### src/rtl/corr_scan_ctrl_pkg.sv
// Shared definitions for the correlation scan controller.
// Holds the FSM state encoding, coordinate/score widths, the default
// per-position timeout, the window payload struct and the step-fit helper.
package corr_scan_ctrl_pkg;

    localparam int unsigned COORD_W         = 13;
    localparam int unsigned COORD_EXT_W     = COORD_W + 1;
    localparam int unsigned SCORE_W         = 16;
    localparam int unsigned WAIT_W          = 16;
    localparam int unsigned COUNT_W         = 16;
    localparam int unsigned TMO_W           = 8;
    localparam int unsigned TIMEOUT_DEFAULT = 4095;

    typedef enum logic [2:0] {
        ST_IDLE  = 3'd0,
        ST_CHECK = 3'd1,
        ST_LOAD  = 3'd2,
        ST_ARM   = 3'd3,
        ST_WAIT  = 3'd4,
        ST_EVAL  = 3'd5,
        ST_DONE  = 3'd6
    } state_t;

    // Inclusive scan window bounds
    typedef struct packed {
        logic [COORD_W-1:0] xmin;
        logic [COORD_W-1:0] xmax;
        logic [COORD_W-1:0] ymin;
        logic [COORD_W-1:0] ymax;
    } win_t;

    // Best candidate found so far
    typedef struct packed {
        logic [COORD_W-1:0] x;
        logic [COORD_W-1:0] y;
        logic [SCORE_W-1:0] score;
    } best_t;

    // True when pos+step stays within lim; one extra bit so the top of the range never wraps
    function automatic logic step_fits(
        input logic [COORD_W-1:0] pos,
        input logic [COORD_W-1:0] step,
        input logic [COORD_W-1:0] lim
    );
        return (COORD_EXT_W'(pos) + COORD_EXT_W'(step)) <= COORD_EXT_W'(lim);
    endfunction

endpackage

### src/rtl/corr_pos_gen.sv
// Raster position generator for the correlation scan (X inner, Y outer).
// Ports:
//   i_clk, i_rst_n  clock / async active-low reset
//   i_init          load position with (xmin, ymin)
//   i_step          advance one raster position (held when already last)
//   i_win           inclusive window bounds
//   o_pos_x/o_pos_y current candidate position (registered)
//   o_last_c        current position is the final one of the window
module corr_pos_gen
    import corr_scan_ctrl_pkg::*;
#(
    parameter int unsigned XSTEP = 1,
    parameter int unsigned YSTEP = 1
) (
    input  logic               i_clk,
    input  logic               i_rst_n,
    input  logic               i_init,
    input  logic               i_step,
    input  win_t               i_win,
    output logic [COORD_W-1:0] o_pos_x,
    output logic [COORD_W-1:0] o_pos_y,
    output logic               o_last_c
);

    localparam logic [COORD_W-1:0] XSTEP_C = COORD_W'(XSTEP);
    localparam logic [COORD_W-1:0] YSTEP_C = COORD_W'(YSTEP);

    logic [COORD_W-1:0] r_x;
    logic [COORD_W-1:0] r_y;
    logic               w_x_fits;
    logic               w_y_fits;

    assign w_x_fits = step_fits(r_x, XSTEP_C, i_win.xmax);
    assign w_y_fits = step_fits(r_y, YSTEP_C, i_win.ymax);
    assign o_last_c = !w_x_fits && !w_y_fits;

    assign o_pos_x = r_x;
    assign o_pos_y = r_y;

    // Position register; stepping past the last position is suppressed
    always_ff @(posedge i_clk or negedge i_rst_n) begin
        if (!i_rst_n) begin
            r_x <= '0;
            r_y <= '0;
        end else if (i_init) begin
            r_x <= i_win.xmin;
            r_y <= i_win.ymin;
        end else if (i_step) begin
            if (w_x_fits) begin
                r_x <= r_x + XSTEP_C;
            end else if (w_y_fits) begin
                r_x <= i_win.xmin;
                r_y <= r_y + YSTEP_C;
            end
        end
    end

endmodule

### src/rtl/corr_scan_ctrl.sv
// Correlation scan controller: walks a window of candidate positions,
// restarts the correlation engine at each one, and keeps the best score.
// Ports:
//   iCLK, iRST_N                     clock / async active-low reset
//   iStart, iXmin..iYmax             scan request and inclusive window
//   oEng_start, oXstart, oYstart     engine restart pulse and candidate position
//   iEng_finished, iEng_score        engine completion flag and result
//   oBusy, oDone, oBadWin            status (oDone is a one-cycle pulse)
//   oTimeouts, oCount                abandoned / evaluated position counts
//   oBestX, oBestY, oBestScore       best candidate found
module corr_scan_ctrl
    import corr_scan_ctrl_pkg::*;
#(
    parameter int unsigned XSTEP   = 1,
    parameter int unsigned YSTEP   = 1,
    parameter int unsigned TIMEOUT = TIMEOUT_DEFAULT
) (
    input  logic               iCLK,
    input  logic               iRST_N,
    input  logic               iStart,
    input  logic [COORD_W-1:0] iXmin,
    input  logic [COORD_W-1:0] iXmax,
    input  logic [COORD_W-1:0] iYmin,
    input  logic [COORD_W-1:0] iYmax,
    output logic               oEng_start,
    output logic [COORD_W-1:0] oXstart,
    output logic [COORD_W-1:0] oYstart,
    input  logic               iEng_finished,
    input  logic [SCORE_W-1:0] iEng_score,
    output logic               oBusy,
    output logic               oDone,
    output logic               oBadWin,
    output logic [TMO_W-1:0]   oTimeouts,
    output logic [COUNT_W-1:0] oCount,
    output logic [COORD_W-1:0] oBestX,
    output logic [COORD_W-1:0] oBestY,
    output logic [SCORE_W-1:0] oBestScore
);

    // Last wait-counter value before the position is abandoned
    localparam logic [WAIT_W-1:0] TO_LAST =
        WAIT_W'((TIMEOUT > 32'd0) ? (TIMEOUT - 32'd1) : 32'd0);

    state_t               r_state;
    state_t               w_next_state;
    win_t                 r_win;
    best_t                r_best;
    logic [COUNT_W-1:0]   r_count;
    logic [TMO_W-1:0]     r_timeouts;
    logic                 r_bad_win;
    logic [WAIT_W-1:0]    r_wait_cnt;
    logic                 r_timed_out;
    logic                 r_eng_start;
    logic                 r_done;
    logic                 r_busy;

    logic [COORD_W-1:0]   w_pos_x;
    logic [COORD_W-1:0]   w_pos_y;
    logic                 w_last;
    logic                 w_bad_win;
    logic                 w_to_hit;

    logic                 w_latch;
    logic                 w_init;
    logic                 w_bad;
    logic                 w_wait_clr;
    logic                 w_wait_inc;
    logic                 w_eval_enter;
    logic                 w_eval_to;
    logic                 w_eval;
    logic                 w_step;

    assign w_bad_win = (r_win.xmax < r_win.xmin) || (r_win.ymax < r_win.ymin);
    assign w_to_hit  = (r_wait_cnt >= TO_LAST);

    corr_pos_gen #(
        .XSTEP (XSTEP),
        .YSTEP (YSTEP)
    ) u_pos_gen (
        .i_clk    (iCLK),
        .i_rst_n  (iRST_N),
        .i_init   (w_init),
        .i_step   (w_step),
        .i_win    (r_win),
        .o_pos_x  (w_pos_x),
        .o_pos_y  (w_pos_y),
        .o_last_c (w_last)
    );

    // State register
    always_ff @(posedge iCLK or negedge iRST_N) begin
        if (!iRST_N) begin
            r_state <= ST_IDLE;
        end else begin
            r_state <= w_next_state;
        end
    end

    // Next-state logic; ARM holds until a stale finished flag drops
    always_comb begin
        w_next_state = r_state;
        case (r_state)
            ST_IDLE:  if (iStart) w_next_state = ST_CHECK;
            ST_CHECK: w_next_state = w_bad_win ? ST_DONE : ST_LOAD;
            ST_LOAD:  w_next_state = ST_ARM;
            ST_ARM: begin
                if (w_to_hit) begin
                    w_next_state = ST_EVAL;
                end else if (!iEng_finished) begin
                    w_next_state = ST_WAIT;
                end
            end
            ST_WAIT:  if (iEng_finished || w_to_hit) w_next_state = ST_EVAL;
            ST_EVAL:  w_next_state = w_last ? ST_DONE : ST_LOAD;
            ST_DONE:  w_next_state = ST_IDLE;
            default:  w_next_state = ST_IDLE;
        endcase
    end

    // Per-state datapath controls; a real finish wins over a same-cycle timeout
    always_comb begin
        w_latch      = 1'b0;
        w_init       = 1'b0;
        w_bad        = 1'b0;
        w_wait_clr   = 1'b0;
        w_wait_inc   = 1'b0;
        w_eval_enter = 1'b0;
        w_eval_to    = 1'b0;
        w_eval       = 1'b0;
        w_step       = 1'b0;
        case (r_state)
            ST_IDLE:  w_latch = iStart;
            ST_CHECK: begin
                w_bad  = w_bad_win;
                w_init = !w_bad_win;
            end
            ST_LOAD:  w_wait_clr = 1'b1;
            ST_ARM: begin
                w_eval_enter = w_to_hit;
                w_eval_to    = w_to_hit;
                w_wait_inc   = !w_to_hit;
            end
            ST_WAIT: begin
                w_eval_enter = iEng_finished || w_to_hit;
                w_eval_to    = !iEng_finished && w_to_hit;
                w_wait_inc   = !(iEng_finished || w_to_hit);
            end
            ST_EVAL: begin
                w_eval = 1'b1;
                w_step = !w_last;
            end
            default: ;
        endcase
    end

    // Window latch, wait counter, best tracking and statistics
    always_ff @(posedge iCLK or negedge iRST_N) begin
        if (!iRST_N) begin
            r_win       <= '0;
            r_best      <= '0;
            r_count     <= '0;
            r_timeouts  <= '0;
            r_bad_win   <= 1'b0;
            r_wait_cnt  <= '0;
            r_timed_out <= 1'b0;
        end else begin
            if (w_latch) begin
                r_win.xmin <= iXmin;
                r_win.xmax <= iXmax;
                r_win.ymin <= iYmin;
                r_win.ymax <= iYmax;
                r_bad_win  <= 1'b0;
            end
            if (w_bad) begin
                r_bad_win <= 1'b1;
                r_count   <= '0;
            end
            if (w_init) begin
                r_best     <= '0;
                r_count    <= '0;
                r_timeouts <= '0;
            end
            if (w_wait_clr) begin
                r_wait_cnt <= '0;
            end else if (w_wait_inc) begin
                r_wait_cnt <= r_wait_cnt + WAIT_W'(1);
            end
            if (w_eval_enter) begin
                r_timed_out <= w_eval_to;
            end
            if (w_eval) begin
                if (!r_timed_out) begin
                    // Strict compare: ties keep the earlier raster position
                    if ((r_count == '0) || (iEng_score > r_best.score)) begin
                        r_best.x     <= w_pos_x;
                        r_best.y     <= w_pos_y;
                        r_best.score <= iEng_score;
                    end
                end else if (r_timeouts != '1) begin
                    r_timeouts <= r_timeouts + TMO_W'(1);
                end
                if (r_count != '1) begin
                    r_count <= r_count + COUNT_W'(1);
                end
            end
        end
    end

    // Registered status strobes aligned with the state they describe
    always_ff @(posedge iCLK or negedge iRST_N) begin
        if (!iRST_N) begin
            r_eng_start <= 1'b0;
            r_done      <= 1'b0;
            r_busy      <= 1'b0;
        end else begin
            r_eng_start <= (w_next_state == ST_LOAD);
            r_done      <= (w_next_state == ST_DONE);
            r_busy      <= (w_next_state != ST_IDLE);
        end
    end

    assign oEng_start = r_eng_start;
    assign oXstart    = w_pos_x;
    assign oYstart    = w_pos_y;
    assign oBusy      = r_busy;
    assign oDone      = r_done;
    assign oBadWin    = r_bad_win;
    assign oTimeouts  = r_timeouts;
    assign oCount     = r_count;
    assign oBestX     = r_best.x;
    assign oBestY     = r_best.y;
    assign oBestScore = r_best.score;

endmodule

### config.mk
export PLATFORM = sky130hd
export DESIGN_NAME = corr_scan_ctrl
export DESIGN_NICKNAME = d
export VERILOG_FILES = /design/src/rtl/corr_scan_ctrl_pkg.sv /design/src/rtl/corr_pos_gen.sv /design/src/rtl/corr_scan_ctrl.sv
export SDC_FILE = /design/constraint.sdc
export NUM_CORES = 1
export LEC_CHECK = 0
export ABC_AREA = 1
export BUFFER_PORTS_ARGS = -buffer_cell sky130_fd_sc_hd__buf_2
export CAP_MARGIN = 20
export CORE_ASPECT_RATIO = 0.5
export CORE_UTILIZATION = 49
export CTS_CLUSTER_DIAMETER = 50
export DETAILED_ROUTE_END_ITERATION = 8
export GPL_TIMING_DRIVEN = 0
export PLACE_DENSITY = 0.71
export SLEW_MARGIN = 0
export SYNTH_ARGS = -nofsm -noshare
export SYNTH_HDL_FRONTEND = slang
export SYNTH_HIERARCHICAL = 1
export SYNTH_SLANG_ARGS = --single-unit
### constraint.sdc
create_clock -name iCLK -period 4.7 [get_ports iCLK]
set_input_delay 0.47 -clock iCLK [delete_from_list [all_inputs] [get_ports iCLK]]
set_output_delay 0.47 -clock iCLK [all_outputs]
set_load 0.02 [all_outputs]
Word level (Yosys, flattened, before mapping)
Cells that the tools add are included.

Register bits: 168. Input port bits: 72. Output and inout port bits: 96. Word-level logic and storage cells: 103.

$add $sub $neg: 7. $lt $le $gt $ge: 6. Equality and inequality tests: 10. Multiplexer cells: 40. Reductions and logical operators: 22.

Operators by type and width (number): two-way mux 42 bit (4); two-way mux 13 bit (8); two-way mux 16 bit (6); adder 16 x 1 -> 16 bit (second input constant) (2); two-way mux 8 bit (4); adder 13 x 1 -> 14 bit (second input constant) (2); <= comparator 14 x 13 -> 1 bit (2); adder 13 x 1 -> 13 bit (second input constant) (2); < comparator 13 bit (2); two-way mux 3 bit (6); one-hot mux 3 bit (6 select lines) (1); greater-or-equal comparator 16 x 12 -> 1 bit (second input constant) (1); > comparator 16 bit (1); logical NOT 16 bit (1); inequality test 16 bit (second input constant) (1); equality test 3 x 2 -> 1 bit (second input constant) (3); equality test 3 bit (second input constant) (3); adder 8 x 1 -> 8 bit (second input constant) (1); two-way mux 1 bit (8); inequality test 8 bit (second input constant) (1); nonzero test 2 bit (4); logical NOT 1 bit (7); one-hot mux 1 bit (2 select lines) (3); nonzero test 3 bit (2); other kinds (7) (10).

Longest topological paths before layout
Depth after elaboration: 8. Depth in mapped cells: 24. Depth with buffers taken out: 23.

Hierarchy
Netlist, hierarchy kept.

Modules (own cells, without submodules): corr_scan_ctrl (instances 1, cells an instance 1005, area an instance 7780.0 µm², seq. area each 3553.4 µm²); corr_pos_gen (instances 1, cells an instance 410, area an instance 2740.1 µm², seq. area each 650.6 µm²).

Least setup slack after synthesis
No wires, ideal clock.

Path type: register to register. From: reg u_pos_gen.r_x[0], in the netlist u_pos_gen/o_pos_x[0]. To: reg u_pos_gen.r_y[5], in the netlist u_pos_gen/o_pos_y[5]. Data arrival time: 3.173 ns. Required time: 4.626 ns. Slack: 1.453 ns. Stages on the path, launching flop included: 23. Buffers on the path: 2. Period minus slack after synthesis: 3.247 ns. Path through: dfrtp_1 > ha_1 > nand2_1 > inv_1 > nand3_1 > nor2_1 > nand3_1 > xnor2_1 > ha_1 > nand3_1 > nor2_1 > nand2_1 > o21ai_2 > nand2_4 > buf_2 > nor2_1 > nor2_1 > nor2_1 > inv_1 > nand3_4 > buf_6 > nand2_2 > o21ai_2.

Cells in the longest elaborated chain, start to end: 8.

Ends and longest elaborated chain: from (decl) (line corr_pos_gen.sv:28) `logic [COORD_W-1:0] r_x;`; from (signal assigned) (line corr_pos_gen.sv:46) `r_x <= i_win.xmin;`; from (signal assigned) (line corr_pos_gen.sv:50) `r_x <= r_x + XSTEP_C;`; from (signal assigned) (line corr_pos_gen.sv:52) `r_x <= i_win.xmin;`; adder 13 x 1 -> 14 bit (line corr_scan_ctrl_pkg.sv:45) `return (COORD_EXT_W'(pos) + COORD_EXT_W'(step)) <= COORD_EXT_W'(lim);`; <= comparator 14 x 13 -> 1 bit (line corr_scan_ctrl_pkg.sv:45); logical NOT 1 bit (line corr_pos_gen.sv:35) `assign o_last_c = !w_x_fits && !w_y_fits;`; logical AND 1 bit (line corr_pos_gen.sv:35); via w_last (line corr_scan_ctrl.sv:59) `logic w_last;`; logical NOT 1 bit (line corr_scan_ctrl.sv:150) `w_step = !w_last;`; two-way mux 1 bit (line corr_scan_ctrl.sv:131) `case (r_state)`; via w_step (line corr_scan_ctrl.sv:71) `logic w_step;`; nonzero test 2 bit (no source line); AND reduction 3 bit (no source line); to (signal assigned) (line corr_pos_gen.sv:47) `r_y <= i_win.ymin;`; to (signal assigned) (line corr_pos_gen.sv:53) `r_y <= r_y + YSTEP_C;`; to (decl) (line corr_pos_gen.sv:29) `logic [COORD_W-1:0] r_y;`.

The timed path passes the listed nets, and every way through them passes these cells. A chain may end at the register's enable or synchronous reset.

Worst setup path after layout
From: reg u_pos_gen.r_x[0], in the netlist u_pos_gen/o_pos_x[0]. To: reg u_pos_gen.r_y[2], in the netlist u_pos_gen/o_pos_y[2].

The elaborated chain is that of the path after synthesis.

==> flow_summary.json <==
{
  "cts.sinks": 168,
  "hold_violations": 0,
  "maxSlewViolCount": 0,
  "std_cell_rows": 37,
  "synth_xor_area_share_pct": 1.91,
  "firstDrtPassIters": 7,
  "path_clk_slew_ps": 70,
  "grt_pass1_wl_mm": 45.5,
  "vias_per_cell": 5.07,
  "status": "complete, no violations",
  "gr-total-overflow": 0,
  "post-route-period-util_pct": 79.1,
  "final_core_util_pct": 59.3,
  "slew_headroom_pct": 45.8,
  "holdBufCountCts": 0,
  "die-height_um": 106,
  "cp_data_arrival_time_ps": 4080,
  "core_um2": 20800,
  "cts-root-buf": "clkbuf_16",
  "cp-start-kind": "register",
  "endpoint_kind": "register",
  "finalHoldWorstSlack_ps": 30.5,
  "setup_viol_count_final": 0,
  "n_antenna_cell": 0,
  "cts_tree": "yes",
  "critical_path.slowest_cell": "dfrtp_1",
  "worstMarginPinSlew_ps": 813,
  "grt_pass1_vias": 9299,
  "drive_above_1_share_pct": 19.3,
  "cts_buffers": 17,
  "num_io_pins": 168,
  "max-cap-violations": 0,
  "fin_nets": 1747,
  "area_growth_pct": 17.1,
  "worst_path_dominant_cell_family": "simple AND/OR/NAND/NOR gates",
  "critical_path_buf_inv_count": 4,
  "async_flop_share_pct": 100,
  "wl_mm": 27.9,
  "synth_top_family_by_area": "simple AND/OR/NAND/NOR gates",
  "insertion_delay_ps": 440,
  "antenna_left": 0,
  "fmax_mhz": 269,
  "initialDrtViolationCount": 663,
  "cts_setup_buffers": 0,
  "yosysTopAreaCellShare_pct": 40.0,
  "gp_congestion": 0.927,
  "grt_max_degree": 102,
  "numPortBuffers": 167,
  "drc": 0,
  "synth-simple-area-share_pct": 31.8,
  "dpl.hpwl_mm": 21.3,
  "yosysSeqAreaShare_pct": 40.0,
  "cts_resized": 0,
  "crit_chain": "ha_1 > nand2_1 > inv_1 > nand3_1 > nor2_1 > nand3_1 > xnor2_1 > ha_1 > nand3_1 > nor2_1 > nand2_1 > o21ai_2 > nand2_4 > buf_2 > nor2_1 > nor2_1 > nor2_1 > inv_1 > nand3_4 > buf_6 > nand2_2 > o21ai_2",
  "synth_adder_area_share_pct": 8.68,
  "cts_htree_levels": 4,
  "required_ps": 5060,
  "final.min_clock_period_ps": 3720,
  "die-area_um2": 22100,
  "synth_compound_area_share_pct": 7.11,
  "critPathKind": "reg2reg",
  "vdd_drop_max_mv": 0.252,
  "hp-class": "in2async",
  "ctsLongestPathBuffers": 2,
  "cpMostUsedCell": "nor2_1",
  "synth_edf_count": 0,
  "start_util_pct": 50.6,
  "yosysMostFrequentCell": "nand2_1",
  "synth_area_um2": 10500,
  "fin_cells": 1888,
  "yosys.area.top_type": "dfrtp_1",
  "synth.ff_latch_count": 168,
  "post_drt_wl_per_cell_um": 14.8,
  "grt_setup_unrepaired": "no",
  "ys_warn_count": 6,
  "grt_use_total_pct": 26.2,
  "synth.area.mux_share_pct": 0.285,
  "syn_inst": 1415,
  "clock_skew_ps": 11.2,
  "synth.distinct_cells": 46,
  "ys_top_cells_by_count": "nand2_1, inv_1, dfrtp_1, nand3_1, ha_1",
  "vias": 9563,
  "p_leak_uw": 0.00700,
  "ys.flop_type": "dfrtp_1",
  "fp.dieW_um": 209,
  "placed_area_um2": 11700,
  "fin_tns_setup_ps": 0,
  "synth_area_per_cell_um2": 7.43,
  "syn-num-nets": 1560,
  "worst-path-max-fanout": 10,
  "max_stage_delay_ps": 530,
  "numPlacedInstances": 1856,
  "yosys-top-cells-area": "dfrtp_1, nand2_1, ha_1",
  "post-route-cell-area_um2": 12300,
  "antenna_found_initial": 0,
  "cellPowerDensity_nw_per_um2": 570
}
## layout make-up
| type | count | area, um^2 |
|---|---|---|
| Buffer | 38 | 233 |
| Clock buffer | 21 | 460 |
| Clock inverter | 11 | 121 |
| Fill cell | 1922 | 8470 |
| Inverter | 224 | 841 |
| Multi-Input combinational cell | 985 | 5240 |
| Sequential cell | 168 | 4200 |
| Tap cell | 273 | 342 |
| Timing Repair Buffer | 168 | 873 |
## layer usage
metal / track usage, % / vias up / share of wire [%] / wire length, um
li1: - / 4807 / - / -
met1: 35.7 / 4465 / 48 / 13400
met2: 41.3 / 245 / 44 / 12300
met3: 5.51 / 46 / 5.5 / 1540
met4: 9.35 / 0 / 2.3 / 649
met5: 0 / - / 0 / 0
## worst register-to-register path, stage by stage (launching register included)
cell     delay (ps)
dfrtp_1         530
ha_1            230
nand2_1          60
inv_1           150
nand3_1          90
nor2_1          140
nand3_1         110
xnor2_1         170
ha_1            320
nand3_1         100
nor2_1          130
nand2_1          80
o21ai_2         200
nand2_4         100
buf_2           200
nor2_1          210
nor2_1           80
nor2_1          150
inv_1           120
nand3_4         160
buf_6           190
nand2_2          70
o21ai_2          60
## power by group
part / internal (uW) / total, uW / leakage [uW] / switching [uW]
clock network: 811 / 1410 / 0.000284 / 600
logic: 1150 / 3290 / 0.00450 / 2140
registers: 1880 / 2330 / 0.00222 / 445
## through the flow
step	setup WS [ps]	total power, uW
detailed placement	1030	5590
global route	665	7590
floorplan	1450	4590
finish	984	7020
CTS	994	7030
global placement	477	5460
## cells in the final DEF, fill, tap and decap left out, types with 9 or more instances in the layout
cell type    n
nor2_4       9
nand4_1     14
o21ai_1      9
inv_2       10
o21ai_2     16
ha_1        73
buf_2      184
nand2_2     15
a21oi_1     32
nand2_1    511
inv_1      213
clkbuf_1     9
nand3_1    103
clkbuf_16   17
xor2_1      19
nand3_2     10
nor3_1      10
nor2_1      63
dfrtp_1    168
o21ai_0     45
## kinds of logic after synthesis
logic type,after synthesis
XOR/XNOR,23
adder cells (fa/ha/maj),73
AO/OA/AOI/OAI,123
buffers and inverters,262
AND/OR/NAND/NOR,763
flip-flops,168
multiplexers,3
## registers in the layout (all words and copies together) (netlist names)
signal             count
oBestX                13
oBestScore            16
oCount                16
oTimeouts              8
oDone                  1
r_wait_cnt            16
r_state                3
r_win                 52
oBestY                13
u_pos_gen/o_pos_y     13
r_timed_out            1
oBadWin                1
u_pos_gen/o_pos_x     13
oEng_start             1
oBusy                  1
## worst paths after layout
kind / startpoint / end / slack (ps) / depth (start not counted)
max: u_pos_gen/o_pos_x[0] / u_pos_gen/o_pos_y[2] / 980 / 22
min: iRST_N / r_wait_cnt[0] / 30 / 1
max reg2reg: u_pos_gen/o_pos_x[0] / u_pos_gen/o_pos_y[2] / 980 / 22
min reg2reg: oBadWin / oBadWin / 500 / 2
max in group asynchronous: iRST_N / oBestScore[9] / 3840 / 2
min in group iCLK: iXmax[5] / r_win[31] / 210 / 3
(Power assumes the default switching activity.)
